`src/rtl/cascaded_sequential_adder.sv`:
```
// N-bit adder built from N/W ripple-carry stages of W bits each, with the
// (N+1)-bit result {cout, s} captured in a single output register.
module cascaded_sequential_adder #(
  parameter int N = 32,
  parameter int W = 8
) (
  input  logic         clk,
  input  logic         rst,
  input  logic [N-1:0] a,
  input  logic [N-1:0] b,
  input  logic         cin,
  output logic [N-1:0] s,
  output logic         cout
);

  localparam int STAGES = N / W;

  logic [N-1:0] sum_s;
  logic         cout_s;
  logic [N-1:0] sum_r;
  logic         cout_r;

  // 1-bit full adder, returns {carry, sum}
  function automatic logic [1:0] full_add(input logic x, input logic y, input logic c);
    logic p;
    p = x ^ y;
    return {(x & y) | (c & p), p ^ c};
  endfunction

  // Combinational cascade: each stage ripples its bits and hands its carry to the next stage
  always_comb begin : p_cascade
    logic       stage_c;
    logic       bit_c;
    logic [1:0] fa;
    sum_s   = '0;
    cout_s  = 1'b0;
    stage_c = cin;
    bit_c   = 1'b0;
    fa      = 2'b00;
    for (int k = 0; k < STAGES; k++) begin
      bit_c = stage_c;
      for (int i = 0; i < W; i++) begin
        fa             = full_add(a[k*W+i], b[k*W+i], bit_c);
        sum_s[k*W+i]   = fa[0];
        bit_c          = fa[1];
      end
      stage_c = bit_c;
    end
    cout_s = stage_c;
  end

  // Result register; reset clears the held sum immediately
  always_ff @(posedge clk or posedge rst) begin
    if (rst) begin
      sum_r  <= '0;
      cout_r <= 1'b0;
    end else begin
      sum_r  <= sum_s;
      cout_r <= cout_s;
    end
  end

  assign s    = sum_r;
  assign cout = cout_r;

endmodule

```
`config.mk`:
```
export PLATFORM = sky130hd
export DESIGN_NAME = cascaded_sequential_adder
export DESIGN_NICKNAME = d
export VERILOG_FILES = /design/src/rtl/cascaded_sequential_adder.sv
export SDC_FILE = /design/constraint.sdc
export NUM_CORES = 1
export LEC_CHECK = 0
export CAP_MARGIN = 10
export CORE_MARGIN = 4
export CORE_UTILIZATION = 39
export CTS_CLUSTER_DIAMETER = 30
export DETAILED_ROUTE_END_ITERATION = 8
export PLACE_DENSITY = 0.85
export SYNTH_ARGS = -nofsm -noshare
export SYNTH_HDL_FRONTEND = slang
export SYNTH_SLANG_ARGS = --single-unit
export TNS_END_PERCENT = 100
```
`constraint.sdc`:
```
create_clock -name clk -period 2.02 [get_ports clk]
set_input_delay 0.202 -clock clk [delete_from_list [all_inputs] [get_ports clk]]
set_output_delay 0.202 -clock clk [all_outputs]
set_load 0.1 [all_outputs]
```
# After elaboration in Yosys (flattened, before gate mapping)
# Index checks and enable logic that the tools add are counted.
[totals]
input_bits = 67
reg_bits = 33
[classes]
n_bitwise = 160
[ops]
columns = ["cell", "n"]
rows = [
  ["1-bit AND", 64],
  ["1-bit XOR", 64],
  ["1-bit OR", 32],
]

# Logic depth before layout (Yosys ltp)
# Gate-level depths: netlist of the first run.
[logic_depth]
ltp_word = 65
ltp_mapped = 38

# Least setup slack after synthesis of the first run
# No wires, ideal clock.
[synth_timing]
kind = "input port to flip-flop"
start = "input port a[0]"
end = "register sum_r[31], in the netlist s[31]"
cell_stages = 38
arrival_time_ns = 11.959
setup_slack_ns = -10.003
required_time_ns = 1.956
setup_time_ns = 0.064
path_cell_list = "inv_1 fa_1 fa_1 inv_1 fa_1 fa_1 fa_1 fa_1 fa_1 fa_1 fa_1 fa_1 fa_1 fa_1 fa_1 fa_1 fa_1 fa_1 [... 2 more ...] inv_1 fa_1 inv_1 fa_1 fa_1 fa_1 fa_1 fa_1 fa_1 fa_1 fa_1 fa_1 fa_1 fa_1 fa_1 inv_1 fa_1 inv_1"
[synth_between]
elab_chain_cells = 64
word_cells_on_any_way = 65
cone_classes = "bitwise: 65"
[synth_rtl]
columns = ["element", "line_no", "source"]
rows = [
  ["start, declared", "9", "input logic [N-1:0] a,"],
  ["1-bit XOR", "26", "p = x ^ y;"],
  ["1-bit AND", "27", "return {(x & y) | (c & p), p ^ c};"],
  ["1-bit OR *", "27", ""],
  ["1-bit AND *", "27", ""],
  ["1-bit OR *", "27", ""],
  ["1-bit AND *", "27", ""],
  ["1-bit OR *", "27", ""],
  ["1-bit AND *", "27", ""],
  ["[... 49 more ...]", "--", ""],
  ["1-bit AND *", "27", ""],
  ["1-bit OR *", "27", ""],
  ["1-bit AND *", "27", ""],
  ["1-bit OR *", "27", ""],
  ["1-bit AND *", "27", ""],
  ["1-bit OR *", "27", ""],
  ["1-bit XOR *", "27", ""],
  ["named net p_cascade.fa[0]", "34", "logic [1:0] fa;"],
  ["end signal, assigned", "58", "sum_r <= sum_s;"],
  ["end, declared", "20", "logic [N-1:0] sum_r;"],
]
# Mark *: on every way through the listed nets, which the timed path passes. The rest lies on a longest branch.

# Worst setup path in the final report of the first run
# Ends and elaborated chain as after synthesis.

==> metrics.md, run 1 <==
| Metric | Value |
|---|---|
| Hold Slack | 0.307 ns |
| Total of max-cap violations | 0 |
| Worst vdd ir | 0.420 mV |
| Vias in the first global route | 1221 |
| Mapped Area | 1540 um2 |
| Seq/Total Area, Yosys | 0.537 |
| RSZ-0062 raised after global routing | yes |
| I/O pin count | 100 |
| Final Wtd Congestion | 0.926 |
| Nets | 290 |
| P&R area growth vs syn | 76.6% |
| Die ar. | 5010 um2 |
| Fill cell count | 236 |
| Pleak | 0.00117 uW |
| CP Capture Type | flop |
| XOR/XNOR Fraction of Synth Area | 0 |
| Max Transition Viols Final | 0 |
| Antenna Cells | 0 |
| Required @ worst endpoint | 2.25 ns |
| DRT Wirelength | 4.05 mm |
| Peak Freq | 0.0900 GHz |
| WHS Endpoint | s[0] |
| DRC viols | 0 |
| Yosys cell types | 3 |
| Worst-path clk slew | 0.07 ns |
| Chip Width | 70.8 um |
| Htree depth | 2 |
| Setup bufs post-CTS | 0 |
| Worst Setup Start Kind | input port |
| Overall power | 2940 uW |
| Detail Route Antenna Nets | 0 |
| First-pass GRT wire length | 6.40 mm |
| Pre-CTS setup slack | -9.94 ns |
| Initial DRC Count | 51 |
| Routed vias | 1036 |
| Critical path class | in -> reg |
| Register bit total from synthesis | 33 |
| Mux contribution to synthesized area | 0 |
| Dpl hpwl | 3.37 mm |
| Crit-path slowest cell | fa_2 |
| Final setup vio count | 28 |
| Height of the die | 70.8 um |
| Largest family of logic cells by synthesized area | adder cells |
| Crit-path max FO | 1 |
| CORE AREA | 3740 um2 |
| Hold buffers post-CTS | 0 |
| Fin worst setup slack | -9.09 ns |
| Synth Warn # | 0 |
| Largest net degree at the start of global routing | 34 |
| Bufs on Longest Clock Path | 2 |
| # rows | 22 |
| Share of layout cells above drive strength 1 | 0.448 |
| Initial Util | 0.411 |
| Worst Hold Path Cells | 4 |
| Tmin final | 11.11 ns |
| Multi-input gate area | 721 um2 |
| Compound-gate portion of the synthesized area | 0 |
| GRT Overall Usage | 0.179 |
| Run status | finished, violations left |
| Fin crit share | 5.50 |
| Hold Startpoint | b[0] |
| CTS buffer count | 5 |
| PwrDens | 1080 nW/um2 |
| Root Buffer | clkbuf_8 |
| Post-Synth Simple-Gate Area | 0 |
| DR WL/cell | 16.9 um |
| Slew headroom | 0.722 |
| Worst-Margin Slew | 0.417 ns |
| Worst Hold Class | in -> reg |
| Clock Sinks | 33 |
| Via/cell ratio | 4.32 |
| Synth Area in Adders | 0.417 |
| Synth Net Count | 183 |
| Register Area | 826 um2 |
| CP arrival | 11.34 ns |
| Max stage delay on crit path | 0.41 ns |
| Fin. Hold Viols | 0 |
| TritonCTS clock tree | built |
| Total negative slack | -133.26 ns |
| Syn avg cell area | 18.3 um2 |
| 1st-pass router iterations | 3 |
| Syn Inst Count | 84 |
| Gr ovfl total | 0 |
| Final core occ | 0.726 |
| Cell mode on critical path | fa_2 |
| PortBufs | 99 |
| Failing checks | setup timing |
| Initial antenna violation count | 0 |
[kinds of logic (layout without fill, tap and decap cells)]
group      after synthesis  after routing
flops                   33             33
fa+ha+maj               32             32
buf+inv                 19            127
[cells in the mapped netlist (all sizes together)]
master | instances | share of area
inv | 19 | 0.046
dfrtp | 33 | 0.54
fa | 32 | 0.42
[worst max-delay path: cells and delay by family]
family	cells	cell delay, ns
buffers and inverters	7	0.41
adders and majority gates	32	10.69
[worst max path at each step]
| stage | from | cells after the start | slack, ns | end |
|---|---|---|---|---|
| after floorplan | a[0] | 38 | -8.94 | s[31] |
| after detailed placement | a[0] | 39 | -9.94 | s[31] |
| after global routing | a[0] | 39 | -9.34 | s[31] |
| after CTS | a[0] | 39 | -9.12 | s[31] |
| final | a[0] | 39 | -9.09 | s[31] |
| after global placement | a[0] | 39 | -9.76 | s[31] |
[state kept, by name, summed over array words and instances (netlist names)]
name  flops
s        32
cout      1
[power by group]
group	total, uW	internal (uW)	leakage, uW	switching, uW
clock	546	308	0.0000542	239
sequential	830	790	0.000385	40.3
combinational	1570	374	0.000734	1190
[final cells by class]
type,count,area share
multi-input combinational,32,0.265
timing repair buffer,100,0.339
inverter,19,0.0327
clock buffer,7,0.0355
sequential,33,0.304
tap,48,0.0221
clock inverter,1,0.00184
[layout by cell type (no fill, tap or decap), drive strengths merged]
cell type,count
clkdlybuf4s50,61
buf,37
dfrtp,33
fa,32
inv,19
clkbuf,7
dlygate4sd2,2
clkinv,1
[per-stage QoR]
step                cell area [um2]  std cells
finish                         2720        240
CTS                            2720        240
detailed placement             2610        232
floorplan                      1630         84
global route                   2720        240
global placement               2610        232
[layer usage]
metal | share of wire | vias up | GRT usage | wire length [um]
met4 | 0.021 | 0 | 0.0877 | 86
li1 | - | 446 | - | -
met2 | 0.52 | 76 | 0.286 | 2090
met5 | 0 | - | 0 | 0
met3 | 0.14 | 8 | 0.0938 | 567
met1 | 0.32 | 506 | 0.195 | 1310
[repair_timing]
action	CTS	global route
setup endpoints to repair	30	28
pin swaps	0	1
resized for setup	26	0
Power figures use the tool's default switching activity.
==> run 2: changes to the inputs <==
--- a/config.mk
+++ b/config.mk
@@ -6,7 +6,7 @@
 export NUM_CORES = 1
 export LEC_CHECK = 0
 export CAP_MARGIN = 10
-export CORE_MARGIN = 4
+export CORE_MARGIN = 5
 export CORE_UTILIZATION = 39
 export CTS_CLUSTER_DIAMETER = 30
 export DETAILED_ROUTE_END_ITERATION = 8
==> metrics.md, run 2 (synthesized netlist as in run 1, its figures left out) <==
| Metric | Value |
|---|---|
| CP arrival | 11.30 ns (-0.04 ns) |
| DRT Wirelength | 3.85 mm (-5.1%) |
| Pleak | 0.00116 uW (-0.75%) |
| TritonCTS clock tree | built |
| GR Util met2 | 0.286 (-0.000732) |
| Total of max-cap violations | 0 (unchanged) |
| Met1 GRT Util | 0.189 (-0.00621) |
| Max Transition Viols Final | 0 (unchanged) |
| Routing usage on met3 | 0.0565 (-0.0373) |
| Chip Width | 72.8 um (+2.8%) |
| Max stage delay on crit path | 0.43 ns (+0.02 ns) |
| Crit-path slowest cell | fa_2 |
| Detail Route Antenna Nets | 0 (unchanged) |
| Worst Setup Start Kind | input port |
| Largest net degree at the start of global routing | 20 (-41%) |
| Initial antenna violation count | 0 (unchanged) |
| Worst vdd ir | 0.468 mV (+11%) |
| Dpl hpwl | 3.35 mm (-0.87%) |
| Final Wtd Congestion | 0.855 (-7.6%) |
| Final setup vio count | 28 (unchanged) |
| PwrDens | 1060 nW/um2 (-2.6%) |
| Worst Hold Class | in -> async |
| # rows | 22 (unchanged) |
| Pre-CTS setup slack | -9.88 ns (+0.0588 ns) |
| Critical path class | in -> reg |
| Peak Freq | 0.0902 GHz (+0.25%) |
| PortBufs | 99 (unchanged) |
| Fin. Hold Viols | 0 (unchanged) |
| Routed vias | 1009 (-2.6%) |
| Required @ worst endpoint | 2.23 ns (-0.02 ns) |
| Nets | 290 (unchanged) |
| Commonest non-fill, non-tap cell in the layout | clkdlybuf4s50_1 |
| CP Capture Type | flop |
| First-pass GRT wire length | 6.32 mm (-1.2%) |
| DR WL/cell | 16.0 um (-5.1%) |
| Initial DRC Count | 19 (-63%) |
| Setup bufs post-CTS | 0 (unchanged) |
| Share of layout cells above drive strength 1 | 0.453 (+0.00521) |
| Non-filler cells, final | 240 (unchanged) |
| Hold Slack | 0.325 ns (+0.0175 ns) |
| Fin worst setup slack | -9.06 ns (+0.0274 ns) |
| P&R area growth vs syn | 75.9% |
| I/O pin count | 100 (unchanged) |
| Initial Util | 0.411 (unchanged) |
| Overall power | 2850 uW (-3.0%) |
| Tmin final | 11.08 ns (-0.0274 ns) |
| Bufs and invs on worst path | 7 (unchanged) |
| Crit-path max FO | 1 (unchanged) |
| Height of the die | 72.8 um (+2.8%) |
| Worst-Margin Slew | 0.630 ns (+0.213 ns) |
| Top delay family on crit path | adder cells |
| # placed instances | 232 (unchanged) |
| Die ar. | 5300 um2 (+5.7%) |
| Root Buffer | clkbuf_8 |
| Hold buffers post-CTS | 0 (unchanged) |
| Htree depth | 2 (unchanged) |
| CORE AREA | 3740 um2 (unchanged) |
| Worst Setup SP | a[0] |
| Gr ovfl total | 0 (unchanged) |
| Bufs on Longest Clock Path | 2 (unchanged) |
| Vias in the first global route | 1280 (+4.8%) |
| DRC viols | 0 (unchanged) |
| Antenna Cells | 0 (unchanged) |
| Failing checks | setup timing |
| Clock Sinks | 33 (unchanged) |
| Run status | finished, violations left |
| 1st-pass router iterations | 2 (-1) |
| Slew headroom | 0.579 (-0.143) |
| Worst-path clk slew | 0.06 ns (about the same) |
| GRT Overall Usage | 0.164 (-0.0145) |
| Fin crit share | 5.49 (-0.0136) |
| Number of flip-flops in the largest register | 32 (unchanged) |
| Busiest grt layer | met2 |
| Cell mode on critical path | fa_2 |
| Commonest cells after routing, fill and taps aside | clkdlybuf4s50_1 (61), dfrtp_1 (33), buf_4 (33) |
| Via/cell ratio | 4.20 (-2.6%) |
| CTS buffer count | 5 (unchanged) |
| RSZ-0062 raised after global routing | yes |
## run 2: cell types whose count changed in the layout (fill, tap and decap cells not counted), sizes merged
cell / delta
clkbuf: -1
clkinv: +1
## run 2: how the worst max path moves through the flow
stage | end | cells past startpoint
after detailed placement | s[31] | 39
after global placement | s[31] | 39
after CTS | s[31] | 39
after floorplan | s[31] | 38
after global routing | s[31] | 39
final | s[31] | 39
## run 2: timing repair
action / in CTS / in global routing
pin swaps: 1 / 0
endpoints found under the setup margin: 30 / 28
resized for setup: 25 / 2
endpoints found under the hold margin: 0 / 0
## run 2: power by group
part	total, uW	leakage [uW]	internal, uW	switching [uW]
combinational	1570	0.000734	375	1190
clock	460	0.0000450	238	222
sequential	829	0.000385	790	39.1
total	2850	0.00116	1400	1450
## run 2: routing by layer
layer / up-vias / part of all wire
met5: - / 0
met2: 64 / 0.52
li1: 447 / -
met3: 2 / 0.11
met1: 496 / 0.36
met4: 0 / 0.0068
## run 2: per-stage QoR
| stage | util | cell area [um2] | TNS (ns) |
|---|---|---|---|
| finish | 0.723 | 2710 | -132.61 |
| global route | 0.723 | 2710 | -136.98 |
| detailed placement | 0.700 | 2620 | -156.64 |
| CTS | 0.723 | 2710 | -132.97 |
| floorplan | - | 1630 | -132.72 |
| global placement | 0.700 | 2620 | -154.44 |
## run 2: area by class of cell
cell class	instances	area, um2
fill	255	1040
inverter	19	88.8
clock buffer	6	72.6
timing repair buffer	100	927
sequential	33	826
clock inverter	2	10.0
tap	48	60.1
multi-input combinational	32	721
==> run 3: changes to the inputs <==
--- a/config.mk
+++ b/config.mk
@@ -10,7 +10,7 @@
 export CORE_UTILIZATION = 39
 export CTS_CLUSTER_DIAMETER = 30
 export DETAILED_ROUTE_END_ITERATION = 8
-export PLACE_DENSITY = 0.85
+export PLACE_DENSITY_LB_ADDON = 0.05
 export SYNTH_ARGS = -nofsm -noshare
 export SYNTH_HDL_FRONTEND = slang
 export SYNTH_SLANG_ARGS = --single-unit
==> metrics.md, run 3 (synthesized netlist as in run 1, its figures left out) <==
| Metric | Value |
|---|---|
| Tmin final | 11.11 ns (+0.0239 ns) |
| PortBufs | 99 (unchanged) |
| 1st-pass router iterations | 4 (+2) |
| Overall power | 2900 uW (+1.6%) |
| Failing checks | setup timing |
| Required @ worst endpoint | 2.24 ns (about the same) |
| I/O pin count | 100 (unchanged) |
| CP Capture Type | flop |
| Worst Setup SP | a[0] |
| First-pass GRT wire length | 5.18 mm (-18%) |
| Final Wtd Congestion | 0.742 (-13%) |
| DRT Wirelength | 3.32 mm (-14%) |
| Peak Freq | 0.0900 GHz (-0.21%) |
| Total of max-cap violations | 0 (unchanged) |
| Initial antenna violation count | 0 (unchanged) |
| Detail Route Antenna Nets | 0 (unchanged) |
| Worst Hold Class | in -> async |
| Register Area | 826 um2 (unchanged) |
| Slew headroom | 0.737 (+0.157) |
| Clock Sinks | 33 (unchanged) |
| Antenna Cells | 0 (unchanged) |
| Run status | finished, violations left |
| PwrDens | 1070 nW/um2 (+1.4%) |
| Bufs on Longest Clock Path | 2 (unchanged) |
| Final core occ | 0.724 (+0.00167) |
| P&R area growth vs syn | 76.3% |
| Critical path class | in -> reg |
| Worst-path clk slew | 0.07 ns (about the same) |
| Chip Width | 72.8 um (unchanged) |
| DR WL/cell | 13.8 um (-14%) |
| Dpl hpwl | 2.96 mm (-12%) |
| Number of flip-flops in the largest register | 32 (unchanged) |
| Initial DRC Count | 27 (+8) |
| Crit-path max FO | 1 (unchanged) |
| Fin worst setup slack | -9.09 ns (-0.0239 ns) |
| CORE AREA | 3740 um2 (unchanged) |
| Max stage delay on crit path | 0.42 ns (about the same) |
| CP arrival | 11.33 ns (+0.03 ns) |
| Routed vias | 990 (-1.9%) |
| Worst vdd ir | 0.566 mV (+21%) |
| Multi-input gate area | 721 um2 (unchanged) |
| Height of the die | 72.8 um (unchanged) |
| Initial Util | 0.411 (unchanged) |
| Largest net degree at the start of global routing | 34 (+70%) |
| Fin crit share | 5.50 (+0.0118) |
| Commonest non-fill, non-tap cell in the layout | clkdlybuf4s50_1 |
| Vias in the first global route | 1118 (-13%) |
| Nets | 290 (unchanged) |
| GRT Overall Usage | 0.134 (-0.0308) |
| Worst Setup EP | s[31] |
| Die ar. | 5300 um2 (unchanged) |
| DRC viols | 0 (unchanged) |
| Worst-Margin Slew | 0.395 ns (-0.235 ns) |
| Root Buffer | clkbuf_8 |
| Final setup vio count | 28 (unchanged) |
| Cell mode on critical path | fa_2 |
| Worst Setup Start Kind | input port |
| TritonCTS clock tree | built |
| Fill cell count | 269 (+5.5%) |
| Gr ovfl total | 0 (unchanged) |
| Commonest cells after routing, fill and taps aside | clkdlybuf4s50_1 (61), buf_4 (34), dfrtp_1 (33) |
| Crit-path slowest cell | fa_2 |
| # rows | 22 (unchanged) |
| Htree depth | 2 (unchanged) |
| Via/cell ratio | 4.13 (-1.9%) |
| RSZ-0062 raised after global routing | yes |
| Fin. Hold Viols | 0 (unchanged) |
| CTS buffer count | 5 (unchanged) |
| Share of layout cells above drive strength 1 | 0.453 (unchanged) |
| Pleak | 0.00117 uW (+0.50%) |
| Max Transition Viols Final | 0 (unchanged) |
[run 3: how the worst min path moves through the flow]
stage                     start  endpoint  slack, ns  cells after the start
after floorplan             rst      cout       0.33                      1
after global routing       b[0]      s[0]       0.32                      4
after global placement      rst     s[17]       0.62                      3
after detailed placement    rst     s[17]       0.64                      3
after CTS                  b[0]      s[0]       0.32                      4
final                       rst     s[18]       0.32                      3
[run 3: where the power goes]
group	internal, uW	switching [uW]	total (uW)	leakage, uW
registers	790	36.0	826	0.000385
clock network	307	221	529	0.0000542
logic	367	1180	1550	0.000731
[run 3: timing repair]
action	in CTS	in global routing
pin swaps	0	0
hold buffers	0	0
resized for setup	25	0
setup buffers	0	0
endpoints found under the setup margin	30	28
[run 3: metal layers]
metal / track usage / vias up / part of all wire
li1: - / 447 / -
met1: 0.151 / 474 / 0.32
met2: 0.215 / 64 / 0.51
met3: 0.0702 / 5 / 0.16
met4: 0.0492 / 0 / 0.015
met5: 0 / - / 0
[run 3: cell type report]
cell class / instances / area share
Timing Repair Buffer: 100 / 0.337
Clock buffer: 7 / 0.0355
Multi-Input combinational cell: 32 / 0.266
Tap cell: 48 / 0.0222
Sequential cell: 33 / 0.305
Inverter: 19 / 0.0328
Clock inverter: 1 / 0.00185
[run 3: per-stage QoR]
stage | setup TNS, ns | std cells | setup slack, ns | cell area, um2 | hold slack, ns
floorplan | -132.72 | 84 | -8.94 | 1630 | 0.331
finish | -132.91 | 240 | -9.09 | 2710 | 0.318
detailed placement | -156.69 | 232 | -9.87 | 2610 | 0.637
CTS | -133.70 | 240 | -9.14 | 2710 | 0.319
global route | -136.52 | 240 | -9.35 | 2710 | 0.324
global placement | -154.65 | 232 | -9.78 | 2610 | 0.615
[run 3: critical path: cells and delay by family]
kind,cells,cell delay (ns)
adder cells (fa/ha/maj),32,10.73
buffers and inverters,7,0.40
